### src/rtl/vh_pkg.sv
// Shared types and helpers for the valid/hold stream source and sink blocks.
package vh_pkg;

  typedef enum logic {VH_INCR = 1'b0, VH_LFSR = 1'b1} vh_mode_e;

  typedef enum logic [1:0] {IDLE, SEND, GAP, DONE} vh_src_state_e;

  localparam logic [15:0] VH_LFSR16_POLY = 16'hB400;

  // Next word of a sequence, computed on a 64-bit container and masked to w bits
  // so one helper serves any data width up to 64.
  function automatic logic [63:0] vh_next(vh_mode_e mode, logic [63:0] d,
                                          logic [63:0] poly, int unsigned w);
    logic [63:0] mask;
    logic [63:0] dm;
    mask = (w >= 64) ? '1 : ((64'd1 << w) - 64'd1);
    dm   = d & mask;
    if (mode == VH_LFSR) return (dm >> 1) ^ (dm[0] ? (poly & mask) : 64'd0);
    else                 return (dm + 64'd1) & mask;
  endfunction

endpackage

### src/rtl/vh_seq_gen.sv
// Sequence generator: holds the current word and steps it in increment or LFSR mode.
module vh_seq_gen
  import vh_pkg::*;
#(
  parameter int              WIDTH = 16,
  parameter logic [WIDTH-1:0] POLY = WIDTH'(VH_LFSR16_POLY)
) (
  input  logic             clk,
  input  logic             rst,
  input  logic             load,
  input  vh_mode_e         mode,
  input  logic [WIDTH-1:0] seed,
  input  logic             adv,
  output logic [WIDTH-1:0] data
);

  logic [WIDTH-1:0] data_q;
  vh_mode_e         mode_q;

  // Load latches mode and seed (zero LFSR seed forced to 1 to avoid lock-up); adv steps.
  always_ff @(posedge clk) begin
    if (rst) begin
      data_q <= '0;
      mode_q <= VH_INCR;
    end else if (load) begin
      mode_q <= mode;
      data_q <= (mode == VH_LFSR && seed == '0) ? WIDTH'(1) : seed;
    end else if (adv) begin
      data_q <= WIDTH'(vh_next(mode_q, 64'(data_q), 64'(POLY), WIDTH));
    end
  end

  assign data = data_q;

endmodule

### src/rtl/vh_seq_source.sv
// Valid/hold stream source: emits a programmable run of incrementing or LFSR words
// with optional inter-word gaps, honouring sink hold backpressure.
module vh_seq_source
  import vh_pkg::*;
#(
  parameter int               WIDTH     = 16,
  parameter int               CNT_W     = 16,
  parameter int               GAP_W     = 8,
  parameter logic [WIDTH-1:0] LFSR_POLY = WIDTH'(VH_LFSR16_POLY)
) (
  input  logic             clk,
  input  logic             rst,
  input  logic             start_i,
  input  logic             mode_i,
  input  logic [WIDTH-1:0] seed_i,
  input  logic [CNT_W-1:0] count_i,
  input  logic [GAP_W-1:0] gap_i,
  output logic [WIDTH-1:0] data_o,
  output logic             valid_o,
  input  logic             hold_i,
  output logic             busy_o,
  output logic             done_o,
  output logic [CNT_W-1:0] sent_o
);

  vh_src_state_e    state_q, state_n;
  logic [CNT_W-1:0] cnt_q, sent_q, sent_inc;
  logic [GAP_W-1:0] gap_q, gap_cnt;
  logic             valid_q, busy_q, done_q;
  logic             load, xfer;

  assign xfer     = (state_q == SEND) && !hold_i;
  assign sent_inc = sent_q + CNT_W'(1);

  vh_seq_gen #(.WIDTH(WIDTH), .POLY(LFSR_POLY)) u_gen (
    .clk  (clk),
    .rst  (rst),
    .load (load),
    .mode (vh_mode_e'(mode_i)),
    .seed (seed_i),
    .adv  (xfer),
    .data (data_o)
  );

  // Next-state decode; start is only looked at in IDLE so later pulses are dropped.
  always_comb begin
    state_n = state_q;
    load    = 1'b0;
    case (state_q)
      IDLE: if (start_i) begin
        if (count_i != '0) begin
          state_n = SEND;
          load    = 1'b1;
        end else begin
          state_n = DONE;
        end
      end
      SEND: if (xfer) begin
        if (sent_inc == cnt_q)   state_n = DONE;
        else if (gap_q != '0)    state_n = GAP;
        else                     state_n = SEND;
      end
      GAP:  if (gap_cnt == GAP_W'(1)) state_n = SEND;
      DONE: state_n = IDLE;
      default: state_n = IDLE;
    endcase
  end

  // State, run parameters, counters and registered status flags.
  always_ff @(posedge clk) begin
    if (rst) begin
      state_q <= IDLE;
      cnt_q   <= '0;
      gap_q   <= '0;
      gap_cnt <= '0;
      sent_q  <= '0;
      valid_q <= 1'b0;
      busy_q  <= 1'b0;
      done_q  <= 1'b0;
    end else begin
      state_q <= state_n;
      valid_q <= (state_n == SEND);
      busy_q  <= (state_n == SEND) || (state_n == GAP);
      done_q  <= (state_n == DONE);
      if (state_q == IDLE && start_i) begin
        cnt_q  <= count_i;
        gap_q  <= gap_i;
        sent_q <= '0;
      end else if (xfer) begin
        sent_q <= sent_inc;
      end
      if (xfer && state_n == GAP)  gap_cnt <= gap_q;
      else if (state_q == GAP)     gap_cnt <= gap_cnt - GAP_W'(1);
    end
  end

  assign valid_o = valid_q;
  assign busy_o  = busy_q;
  assign done_o  = done_q;
  assign sent_o  = sent_q;

endmodule
### config.mk
export PLATFORM = sky130hd
export DESIGN_NAME = vh_seq_source
export DESIGN_NICKNAME = d
export VERILOG_FILES = /design/src/rtl/vh_pkg.sv /design/src/rtl/vh_seq_gen.sv /design/src/rtl/vh_seq_source.sv
export SDC_FILE = /design/constraint.sdc
export NUM_CORES = 1
export LEC_CHECK = 0
export ABC_CLOCK_PERIOD_IN_PS = 2550
export BUFFER_PORTS_ARGS = -buffer_cell sky130_fd_sc_hd__clkbuf_2
export CAP_MARGIN = 10
export CORE_MARGIN = 5
export CORE_UTILIZATION = 40
export DETAILED_ROUTE_END_ITERATION = 10
export MAX_ROUTING_LAYER = met4
export PLACE_DENSITY = 0.62
export SKIP_CTS_REPAIR_TIMING = 1
export SLEW_MARGIN = 20
export SYNTH_ARGS = -nofsm -noshare
export SYNTH_HDL_FRONTEND = slang
export SYNTH_SLANG_ARGS = --single-unit
export TNS_END_PERCENT = 5
### constraint.sdc
create_clock -name clk -period 2.55 [get_ports clk]
set_input_delay 0.1275 -clock clk [delete_from_list [all_inputs] [get_ports clk]]
set_output_delay 0.1275 -clock clk [all_outputs]
set_load 0.01 [all_outputs]
==> impl.org <==
** Global route
- Via count of the first global-routing pass :: 3903
- The first global-routing pass estimated 18.7 mm of wire.
- After global routing the overflow that remains totals 0.
- In the global route stage, overall resource usage came out at 20.2%.
- The initial antenna violation count came to 0.
- Pin count of the biggest net entering global routing :: 58

** Finish
- Fraction of the core area covered by cells at the end of the flow :: 54.9%
- The repair_antennas step left the layout with diodes totalling 0.
- Most frequent standard cell in the layout excluding fill and tap cells :: sky130_fd_sc_hd__nand2_1
- The net count of the finished layout is 688.
- Share of final-layout standard cells stronger than drive strength 1 :: 32.4%
- P&R area growth vs syn :: 34.2%
- Highest-count cells in the layout ignoring fill and taps :: 80 x sky130_fd_sc_hd__nand2_1, 79 x sky130_fd_sc_hd__clkbuf_2, 61 x sky130_fd_sc_hd__dfxtp_1
- Post-layout instance area :: 5340 um2

** Route
- Wires add up to 12.2 mm.
- Number of violations reported at the end of detailed-routing iteration 0 :: 190
- For this run, the detailed router's first-pass iteration total came to 5.
- The final route contains 4195 vias.
- Detailed-route wire length per cell :: 15.7 um
- After detailed routing, the number of vias per cell comes to 5.42.
- In this run the remaining antenna-violating nets after routing total 0.
- For this run, design rule violations remaining after detail routing come to 0.

** Run status
- Outcome :: finished, violations left
- Violations in the final reports :: hold timing

** STA
- Time the worst path needs with I/O delays and setup :: 2480 ps
- Derived from the worst setup path, the maximum achievable clock frequency is 403 MHz.
- Fin. Hold Viols :: 2
- Count of pins over their slew limit :: 0
- Slew at the pin closest to its max-slew limit :: 731 ps
- Relative slew slack :: 51.3%
- Hold WS :: -9.90 ps
- Post-route clock skew :: 5.37 ps
- Worst path setup slack after routing :: 71.2 ps
- In the finished design, the share of the clock period the worst path needs comes to 97.2%.
- Setup violations remaining at the end of the flow were counted as 0.

** Placed design
- Setup slack after placement :: -154 ps
- PortBufs :: 79
- Global placer's final weighted congestion :: 0.937
- Once placement finished, the instance area stood at 4830 um2.
- HPWL after detailed placement :: 8.65 mm

** Synth
- After synthesis, the mean cell area works out to 7.76 um2.
- After synthesis, the share of cell area in mux cells is 1.04%.
- Number of enable flip-flop cells after synthesis :: 0
- Post-Synth Adder-Cell Area :: 2.20%
- In this run, distinct cell masters in the synthesized netlist total 57.
- Post-synthesis cell count :: 513
- Of the total synthesized cell area, the portion taken by AND, OR, NAND and NOR gates is 29.0%.
- Combinational family with the most area after synthesis :: simple AND/OR/NAND/NOR gates
- For this run, the number of Yosys warnings is 0.
- In this run, synthesis produced a sequential element count of 70.
- Nets in the synthesized netlist :: 565
- For this run, the register share of the synthesized area comes to 35.2%.
- Summing every instance area after synthesis gives 3980 um2.
- Async SR Flop Fraction :: 0%
- Share of the synthesized area in compound gates (AO/OA/AOI/OAI) :: 18.3%
- Dominant register cell in the synthesized netlist :: sky130_fd_sc_hd__dfxtp_1
- After Yosys synthesis, XOR and XNOR cells account for 9.90% of the synthesized area.

** Floorplan
- The core region is 9730 um2.
- Standard-cell rows :: 36
- Die Span Y :: 110 um
- Chip Width :: 110 um
- Once the floorplan was initialized, standard cells occupied 40.9% of the core.
- For this design the top-level I/O count stands at 80.
- The floorplan step defined a die boundary enclosing 12100 um2.

** Clocking
- Cts bufs inserted :: 9
- Clock transition at path regs :: 80 ps
- CTS tree :: yes
- The tree is rooted in a sky130_fd_sc_hd__clkbuf_8.
- The H-tree generated during clock tree synthesis spans 3 levels.
- Deepest clock path buffer count :: 2
- The clock drives 70 sinks.
- Clock latency at the later pin of the worst-skew pair :: 350 ps

** Power
- VDD sags by at most 0.000300 V.
- Summed over all cells, the static leakage comes to 0.00208 uW.
- Total Power Consumption :: 2770 uW
- In this run the power density over the cells is 519 nW/um2.

** Worst setup path
- In this design, the stage delay of the slowest critical-path cell is 550 ps.
- On the critical path, the stage with the largest delay is an instance of sky130_fd_sc_hd__or4_4.
- Worst Path Buf+Inv :: 0
- Endpoint type of the worst setup path :: register
- Crit-path max FO :: 8
- Arrival time of data at the critical path endpoint :: 2750 ps
- Critical path cell sequence :: or4_4, or4b_4, a21oi_2, a2bb2oi_2, nand2_2, ha_4, nand2_8, nor2_1, a311oi_1
- Required time worst endpoint :: 2820 ps
- Category of the critical setup timing path :: register to register
- Kind of cell adding the most delay to the critical path :: simple AND/OR/NAND/NOR gates
- Launching element type of the critical path :: register

** Run
- Across the run, the number of max-cap violations was 0.

** Min path
- Worst min path class :: primary input to register
==> power by group <==
group | internal (uW) | total [uW] | switching [uW]
combinational | 317 | 689 | 372
clock | 354 | 814 | 460
sequential | 1180 | 1270 | 95.2
total | 1850 | 2770 | 927
==> cells by family after synthesis <==
| group | Yosys count |
|---|---|
| multiplexers | 4 |
| AO/OA/AOI/OAI | 115 |
| XOR/XNOR | 45 |
| flip-flops | 70 |
| buffers and inverters | 41 |
| adder cells (fa/ha/maj) | 7 |
| AND/OR/NAND/NOR | 231 |
==> cells in the mapped netlist (3+ instances only) <==
cell type,n,area [um2]
sky130_fd_sc_hd__a311oi_1,4,35.0
sky130_fd_sc_hd__o21ai_0,17,85.1
sky130_fd_sc_hd__and3_1,6,37.5
sky130_fd_sc_hd__nor2_1,42,158
sky130_fd_sc_hd__xor2_1,15,131
sky130_fd_sc_hd__a211oi_1,13,97.6
sky130_fd_sc_hd__a21oi_1,53,265
sky130_fd_sc_hd__nand3b_1,3,22.5
sky130_fd_sc_hd__a2111oi_0,4,35.0
sky130_fd_sc_hd__o22ai_1,4,25.0
sky130_fd_sc_hd__xnor2_1,30,263
sky130_fd_sc_hd__nor4_1,16,100
sky130_fd_sc_hd__nand2b_1,9,56.3
sky130_fd_sc_hd__and2_1,5,31.3
sky130_fd_sc_hd__a21o_1,3,22.5
sky130_fd_sc_hd__buf_2,6,30.0
sky130_fd_sc_hd__nand4_1,15,93.8
sky130_fd_sc_hd__dfxtp_1,70,1400
sky130_fd_sc_hd__ha_1,7,87.6
sky130_fd_sc_hd__nand2_1,82,308
sky130_fd_sc_hd__mux2i_1,3,30.0
sky130_fd_sc_hd__a22oi_1,3,22.5
sky130_fd_sc_hd__clkbuf_1,24,90.1
sky130_fd_sc_hd__inv_1,7,26.3
sky130_fd_sc_hd__or3_1,5,31.3
sky130_fd_sc_hd__nand3_1,18,90.1
sky130_fd_sc_hd__nor3_1,11,55.1
==> layer usage <==
metal  global-route usage (%)  share of wire, %  vias to the layer above
met4                     5.43               1.3                        0
met2                     30.5                46                      117
met3                     4.64               5.8                       12
met1                     27.3                47                     1984
met5                        -                 0                        -
li1                         -                 -                     2082
==> layout make-up <==
cell class,count,area (um2)
fill,960,4390
multi-input combinational,403,2650
clock inverter,7,50.0
sequential,70,1420
timing repair buffer,144,903
clock buffer,9,124
inverter,8,30.0
tap,133,166
==> tightest hold or removal path, stage by stage <==
cell	delay (ps)
sky130_fd_sc_hd__clkbuf_2	80
sky130_fd_sc_hd__nand2_1	50
sky130_fd_sc_hd__a21oi_1	50
==> per-stage QoR <==
step,instances,setup TNS [ps]
2_1_floorplan,513,-4.00
6_report,774,0
4_1_cts,762,-947
3_5_place_dp,746,-716
5_1_grt,774,-34.7
3_3_place_gp,746,-63.8
==> state kept, by name (all words and copies together), names as in the netlist <==
register / flops
valid_o: 1
state_q: 2
gap_q: 8
gap_cnt: 8
done_o: 1
sent_o: 16
busy_o: 1
cnt_q: 16
u_gen.mode_q: 1
u_gen.data: 16
==> final timing paths <==
check	from	to	slack, ps	cells after the start
worst max register to register	gap_cnt[2]$_SDFFE_PP0P_	gap_cnt[3]$_SDFFE_PP0P_	70	9
worst min register to register	cnt_q[14]$_SDFFE_PP0P_	cnt_q[14]$_SDFFE_PP0P_	470	2
worst min-delay path	gap_i[4]	gap_q[4]$_SDFFE_PP0P_	-10	3
worst max-delay path	gap_cnt[2]$_SDFFE_PP0P_	gap_cnt[3]$_SDFFE_PP0P_	70	9
(Power assumes the default switching activity.)
